===== config.mk =====
export PLATFORM = sky130hd
export DESIGN_NAME = updown_cnt_ctrl_flat
export DESIGN_NICKNAME = d
export VERILOG_FILES = /design/src/rtl/updown_cnt_if.sv /design/src/rtl/updown_cnt_ctrl.sv /design/src/flat_wrapper.sv
export SDC_FILE = /design/constraint.sdc
export NUM_CORES = 1
export LEC_CHECK = 0
export ABC_AREA = 1
export CELL_PAD_IN_SITES_DETAIL_PLACEMENT = 1
export CELL_PAD_IN_SITES_GLOBAL_PLACEMENT = 1
export CORE_ASPECT_RATIO = 1.4
export CORE_MARGIN = 2
export CORE_UTILIZATION = 44
export CTS_BUF_LIST = sky130_fd_sc_hd__clkbuf_16
export DETAILED_ROUTE_END_ITERATION = 12
export GPL_TIMING_DRIVEN = 0
export HOLD_SLACK_MARGIN = 0.12
export PLACE_DENSITY = 0.94
export SYNTH_ARGS = -nofsm -noshare
export SYNTH_HDL_FRONTEND = slang
export SYNTH_SLANG_ARGS = --single-unit

===== constraint.sdc =====
create_clock -name clk -period 5.2 [get_ports clk]
set_input_delay 1.3 -clock clk [delete_from_list [all_inputs] [get_ports clk]]
set_output_delay 1.3 -clock clk [all_outputs]
set_load 0.05 [all_outputs]

===== src/rtl/updown_cnt_if.sv =====
// Button-pulse inputs and counter-control outputs of updown_cnt_ctrl.
// master drives the buttons; slave is the controller.
interface updown_cnt_ctrl_if;
    logic       btn_mode;
    logic       btn_run_stop;
    logic       btn_clear;
    logic       cnt_tick;
    logic       cnt_dir;
    logic       cnt_clr;
    logic [1:0] state;
    logic [3:0] led;

    modport master (
        output btn_mode,
        output btn_run_stop,
        output btn_clear,
        input  cnt_tick,
        input  cnt_dir,
        input  cnt_clr,
        input  state,
        input  led
    );

    modport slave (
        input  btn_mode,
        input  btn_run_stop,
        input  btn_clear,
        output cnt_tick,
        output cnt_dir,
        output cnt_clr,
        output state,
        output led
    );
endinterface


===== src/rtl/updown_cnt_ctrl.sv =====
// Up/down counter controller: STOP/RUN/CLEAR Moore FSM, direction
// register and tick divider that paces the counter datapath.
module updown_cnt_ctrl #(
    parameter int TICK_DIV = 10_000_000
) (
    input  logic              clk,
    input  logic              rst,
    updown_cnt_ctrl_if.slave  bus
);

    localparam int W = $clog2(TICK_DIV);
    localparam logic [W-1:0] LAST = W'(TICK_DIV - 1);

    typedef enum logic [1:0] {
        ST_STOP  = 2'b00,
        ST_RUN   = 2'b01,
        ST_CLEAR = 2'b10
    } state_t;

    state_t         state_q;
    logic           dir_q;
    logic           tick_q;
    logic [W-1:0]   div_cnt;

    // Mode FSM; direction may only flip while stopped, clear wins
    // over run/stop which wins over mode, and losers are dropped.
    always_ff @(posedge clk or posedge rst) begin
        if (rst) begin
            state_q <= ST_STOP;
            dir_q   <= 1'b0;
        end else begin
            case (state_q)
                ST_STOP: begin
                    if (bus.btn_clear)
                        state_q <= ST_CLEAR;
                    else if (bus.btn_run_stop)
                        state_q <= ST_RUN;
                    else if (bus.btn_mode)
                        dir_q <= ~dir_q;
                end
                ST_RUN: begin
                    if (bus.btn_run_stop)
                        state_q <= ST_STOP;
                end
                ST_CLEAR: state_q <= ST_STOP;
                default:  state_q <= ST_STOP;
            endcase
        end
    end

    // Divider runs only in RUN, holds its phase in STOP, zeroed by CLEAR.
    always_ff @(posedge clk or posedge rst) begin
        if (rst) begin
            div_cnt <= '0;
        end else if (state_q == ST_CLEAR) begin
            div_cnt <= '0;
        end else if (state_q == ST_RUN) begin
            if (div_cnt == LAST)
                div_cnt <= '0;
            else
                div_cnt <= div_cnt + W'(1);
        end
    end

    // Tick follows the terminal-count cycle, so a stop on that cycle
    // still delivers the final step.
    always_ff @(posedge clk or posedge rst) begin
        if (rst)
            tick_q <= 1'b0;
        else
            tick_q <= (state_q == ST_RUN) && (div_cnt == LAST);
    end

    assign bus.state    = state_q;
    assign bus.cnt_dir  = dir_q;
    assign bus.cnt_tick = tick_q;
    assign bus.cnt_clr  = (state_q == ST_CLEAR);
    assign bus.led      = {dir_q, ~dir_q,
                           state_q == ST_RUN,
                           state_q != ST_RUN};

endmodule


===== src/flat_wrapper.sv =====
// flat-port wrapper written by rule: the top's interface ports become plain ports
module updown_cnt_ctrl_flat 
#(
    parameter int TICK_DIV = 10_000_000
)
  (clk, rst, bus_btn_mode, bus_btn_run_stop, bus_btn_clear, bus_cnt_tick, bus_cnt_dir, bus_cnt_clr, bus_state, bus_led);
  updown_cnt_ctrl_if bus_i ();
  input  logic clk;
  input  logic rst;
  input wire logic [$bits(bus_i.btn_mode)-1:0] bus_btn_mode;
  input wire logic [$bits(bus_i.btn_run_stop)-1:0] bus_btn_run_stop;
  input wire logic [$bits(bus_i.btn_clear)-1:0] bus_btn_clear;
  output wire logic [$bits(bus_i.cnt_tick)-1:0] bus_cnt_tick;
  output wire logic [$bits(bus_i.cnt_dir)-1:0] bus_cnt_dir;
  output wire logic [$bits(bus_i.cnt_clr)-1:0] bus_cnt_clr;
  output wire logic [$bits(bus_i.state)-1:0] bus_state;
  output wire logic [$bits(bus_i.led)-1:0] bus_led;
  assign bus_i.btn_mode = bus_btn_mode;
  assign bus_i.btn_run_stop = bus_btn_run_stop;
  assign bus_i.btn_clear = bus_btn_clear;
  assign bus_cnt_tick = bus_i.cnt_tick;
  assign bus_cnt_dir = bus_i.cnt_dir;
  assign bus_cnt_clr = bus_i.cnt_clr;
  assign bus_state = bus_i.state;
  assign bus_led = bus_i.led;
  updown_cnt_ctrl #(.TICK_DIV(TICK_DIV)) u_core (.clk(clk), .rst(rst), .bus(bus_i));
endmodule

==> impl_metrics.ini, run 1 <==
[timing]
drv_slew = 0
slew_headroom_pct = 24.5
setup_viol = 0
max_slew.worst_pin.slew_ns = 1.13
holdWs_ns = 0.585
skew_ns = 0.00301
min_period_ns = 3.18
fin_setup_tns_ns = 0
post-route-period-util_pct = 61.2
finalHoldViolations = 0
rsz0062_at_grt = false
max_clock_freq_mhz = 314

[placed_design]
io_buffers = 13
gp_congestion = 0.928
hpwl_mm = 3.96

[worst_setup_path]
reg2reg_depth = 9
cp.depth = 3
critPathLaunchType = register
r2r_slack_ns = 2.83
cp_data_required_time_ns = 3.90
worst-path-buf-inv = 2
cp_max_fo = 3
cp_top_family = buffers and inverters
slowest_delay_ns = 0.82
critPathKind = reg2out
path_cells = inv_1 -> ha_1 -> clkdlybuf4s50_1
regToRegStartpoint = u_core.bus.state[0]
worst_r2r_endpoint = u_core.div_cnt[15]
critPathArrivalTime_ns = 1.88
cp-end-kind = primary output
cpMaxStageDelayCell = clkdlybuf4s50_1

[final_layout]
layout.nets = 288
area_growth_pct = 14.7
drive_gt1_share_pct = 4.68
n_fill_cell = 527
num_antenna_cells = 0

[synth]
synthSimpleGateAreaFrac_pct = 39.6
synth_xor_area_share_pct = 5.40
yosys_warnings = 0
syn_area_um2 = 1780
synth_top_area_share_pct = 39.3
synth_edf_count = 0
synth_compound_area_share_pct = 3.65
avgSynthCellArea_um2 = 6.84
synth_most_common_cell = nand2_1
synth_mux_area_share_pct = 0
synthTopCellsByCount = nand2_1 (65), nor2_1 (62), inv_1 (36)
synth_flop_cell = dfrtp_1
synthCells = 261
ys_types = 22
synth.largest_area_cell = dfrtp_1
syn_nets = 270
yosysSeqAreaShare_pct = 39.3
async_flop_share_pct = 100
synth_top_family_by_area = simple AND/OR/NAND/NOR gates
synth_adder_area_share_pct = 2.81
ys_ff_latch = 28
ys_top_cells_by_area = dfrtp_1 (39%), nand2_1 (14%), nor2_1 (13%)

[die]
dieArea_um2 = 4590
start_util_pct = 45.5
num_io_pins = 14
core_um2 = 3920
die_w_um = 57.8
die_h_um = 79.3
fp-row-count = 27

[hold_path]
whs_path_depth = 2
hold_class = reg2reg
holdCritStartpoint = u_core.bus.cnt_dir
min_to = u_core.bus.cnt_dir

[run]
cap_violations = 0

[clocking]
cts_max_level = 1
cts_buffers = 3
cts_resized = 0
cts_setup_buffers = 0
clock_latency_ns = 0.27
cts_max_path_buffers = 2
cts.clk_slew.worst_paths_ns = 0.07
clock_sinks = 28
postCtsHoldBufs = 0
cts_tree = yes
cts_root_buf = clkbuf_16

[global_route]
grt.total_usage_pct = 28.3
gr-total-overflow = 0
antenna_found_initial = 0
grt_first_pass_wirelength_mm = 9.79
first_global_vias = 1962
grt_max_degree = 29

[routing]
drt-total-wl_mm = 5.94
first_pass_iters = 4
drtIter0Drc = 46
ant_nets = 0
drc = 0
wl_per_cell_um = 18.5
drt-vias-per-instance = 5.67
vias = 1820

[power_and_ir_drop]
vdd_drop_max_uv = 338
cellLeakagePower_uw = 0.000899
powerDensity_nw_per_um2 = 347

[run_status]
status = finished clean
## worst min-delay path: cells and delay by family, from the launching register on
family | cells | cell delay, ns
buffers and inverters | 1 | 0.09
flip-flops | 1 | 0.39
XOR/XNOR | 1 | 0.07
## routing by layer
metal | GRT usage, % | routed length [um] | part of all wire [%] | vias to the layer above
li1 | - | - | - | 844
met1 | 32.0 | 2360 | 40 | 901
met2 | 50.5 | 3160 | 53 | 56
met3 | 3.91 | 193 | 3.2 | 19
met4 | 14.9 | 226 | 3.8 | 0
met5 | 0 | 0 | 0 | -
## cell usage in the layout, fill, tap and decap left out, drive strengths merged
cell type and n:
a21oi 3, buf 3, clkbuf 4, clkdlybuf4s50 13, clkinv 1, dfrtp 28, ha 4, inv 37
nand2 68, nand3 21, nand4 13, nor2 64, nor4 1, o21ai 6, o41ai 1, xnor2 3
xor2 8
## where the power goes
| group | total [uW] | internal (uW) | switching, uW |
|---|---|---|---|
| clock | 184 | 103 | 80.1 |
| sequential | 267 | 239 | 28.0 |
| combinational | 261 | 76.8 | 184 |
## registers in the layout, indices dropped and copies added (netlist names)
register / cells
u_core.bus.cnt_tick: 1
u_core.bus.state: 2
u_core.div_cnt: 24
u_core.bus.cnt_dir: 1
## stage by stage
stage / setup slack [ns] / instance area [um2] / power (uW) / std cells / utilization (%)
final: 2.02 / 2050 / 711 / 321 / 52.2
after detailed placement: 2.35 / 1970 / 520 / 317 / 50.2
after global routing: 1.98 / 2050 / 736 / 321 / 52.2
after CTS: 2.01 / 2050 / 711 / 321 / 52.2
after global placement: 2.36 / 1970 / 512 / 317 / 50.2
after floorplan: 2.32 / 1780 / 438 / 261 / -
## worst max path at each step
stage	slack, ns	endpoint	start
final	2.02	bus_cnt_clr	u_core.bus.state[0]
after global routing	1.98	bus_cnt_clr	u_core.bus.state[0]
after CTS	2.01	bus_cnt_clr	u_core.bus.state[0]
after detailed placement	2.35	bus_cnt_clr	u_core.bus.state[0]
after global placement	2.36	bus_cnt_clr	u_core.bus.state[0]
after floorplan	2.32	bus_led[0]	u_core.bus.state[1]
## cell families after synthesis
| logic type | count (synthesis) |
|---|---|
| XOR/XNOR | 11 |
| buffers and inverters | 41 |
| flip-flops | 28 |
| AND/OR/NAND/NOR | 167 |
| AO/OA/AOI/OAI | 10 |
| adder cells (fa/ha/maj) | 4 |
## cell type report
type	count	area, um2	area share (%)
Multi-Input combinational cell	192	917	44.8
Sequential cell	28	701	34.2
Inverter	37	139	6.78
Timing Repair Buffer	13	130	6.36
Clock buffer	3	75.1	3.67
Tap cell	43	53.8	2.63
Buffer	4	27.5	1.34
Clock inverter	1	3.75	0.183
Note: power is estimated with default switching activity, not from simulation.
==> run 2, diff against run 1 <==
CORE_UTILIZATION = 37   (was 44)
PLACE_DENSITY = 0.85   (was 0.94)
clock period = 2.7 ns   (was 5.2 ns; I/O delays follow)
==> impl_metrics.ini, run 2 (same netlist as run 1, synthesis figures left out) <==
[clocking]
clock_sinks = 28
cts_resized = 0
cts.clk_slew.worst_paths_ns = 0.07
cts_max_path_buffers = 2
postCtsHoldBufs = 0
cts_buffers = 3
cts_tree = yes
cts_max_level = 1
cts_root_buf = clkbuf_16
clock_latency_ns = 0.27
cts_setup_buffers = 0

[global_route]
grt.total_usage_pct = 20.7
first_global_vias = 1830
gr-total-overflow = 0
antenna_found_initial = 0
grt_max_degree = 29
grt_first_pass_wirelength_mm = 8.74

[worst_setup_path]
cp_data_required_time_ns = 2.03
cp_max_fo = 3
reg2reg_depth = 9
worst_r2r_endpoint = u_core.div_cnt[13]
regToRegStartpoint = u_core.bus.state[0]
critPathKind = reg2out
r2r_slack_ns = 0.45
critPathLaunchType = register
cp-end-kind = primary output
critPathArrivalTime_ns = 1.86

[final_layout]
layout.nets = 288
num_antenna_cells = 0
final_common_cell = nand2_1
drive_gt1_share_pct = 5.04
final_util_pct = 45.9
largest_register_ff_count = 24
mostFrequentLayoutCells = nand2_1 (65), nor2_1 (62), inv_1 (36), dfrtp_1 (28), nand3_1 (21)
regMostFlops = u_core.div_cnt
area_growth_pct = 17.5

[die]
die_w_um = 62.7
dieArea_um2 = 5400
num_io_pins = 14
core_um2 = 4570
start_util_pct = 39.0
die_h_um = 86.2
fp-row-count = 29

[timing]
min_period_ns = 2.54
max_clock_freq_mhz = 394
drv_slew = 0
setup_viol = 0
setup_ws_ns = 0.164
fin_setup_tns_ns = 0
rsz0062_at_grt = false
post-route-period-util_pct = 93.9
slew_headroom_pct = 26.5
max_slew.worst_pin.slew_ns = 1.10
skew_ns = 0.00472
finalHoldViolations = 0

[routing]
drc = 0
drt-vias-per-instance = 5.01
first_pass_iters = 4
vias = 1703
wl_per_cell_um = 15.2
ant_nets = 0
drt-total-wl_mm = 5.17
drtIter0Drc = 38

[power_and_ir_drop]
cellLeakagePower_uw = 0.000912
vdd_drop_max_uv = 486
powerDensity_nw_per_um2 = 686

[hold_path]
whs_path_depth = 2
holdCritStartpoint = u_core.div_cnt[1]
min_to = u_core.div_cnt[1]
hold_class = reg2reg

[placed_design]
gp_congestion = 0.855
io_buffers = 13
place_ws_ns = 0.456
hpwl_mm = 3.95

[run_status]
status = finished clean

[run]
cap_violations = 0
run 2: cell count changes in the layout (fill, tap and decap cells not counted), sizes merged:
cell and delta:
clkinv -1, bufinv +1
run 2: worst max-delay path by stage:
stage / to / slack [ns] / from
2_1_floorplan: bus_led[0] / 0.45 / u_core.bus.state[1]
3_3_place_gp: bus_cnt_clr / 0.48 / u_core.bus.state[0]
3_5_place_dp: bus_led[0] / 0.46 / u_core.bus.state[1]
6_report: bus_led[0] / 0.16 / u_core.bus.state[1]
4_1_cts: bus_led[0] / 0.15 / u_core.bus.state[1]
5_1_grt: bus_led[0] / 0.07 / u_core.bus.state[1]
run 2: final cells by class:
class / instances / area (um2)
well taps: 62 / 77.6
clock inverters: 1 / 30.0
flip-flops and latches: 28 / 701
inverters: 37 / 139
multi-input cells: 192 / 917
plain buffers: 4 / 27.5
fillers: 630 / 2470
repair buffers: 13 / 130
clock buffers: 3 / 75.1
run 2: worst max-delay path, cell delays in order (launching register included):
cell             delay, ns
dfrtp_1               0.38
inv_1                 0.09
ha_1                  0.22
inv_1                 0.09
clkdlybuf4s50_1       0.81
run 2: metal layers:
layer | global-route usage, % | vias up | wire length [um]
met4 | 8.08 | 0 | 118
li1 | - | 846 | -
met2 | 40.6 | 24 | 2780
met3 | 2.10 | 9 | 90
met1 | 22.6 | 824 | 2180
met5 | 0 | - | 0
run 2: report_power, final:
group | internal (uW) | switching, uW | total (uW) | leakage [uW]
clock | 296 | 155 | 451 | 0.0000511
combinational | 147 | 333 | 480 | 0.000478
sequential | 460 | 48.4 | 508 | 0.000383
total | 902 | 537 | 1440 | 0.000912
run 2: stage by stage:
stage	instance area (um2)	instances	total power, uW	hold slack (ns)
after floorplan	1780	261	843	0.497
after global placement	1990	336	990	0.526
after detailed placement	1990	336	1000	0.532
after CTS	2100	340	1450	0.552
after global routing	2100	340	1500	0.606
final	2100	340	1440	0.544
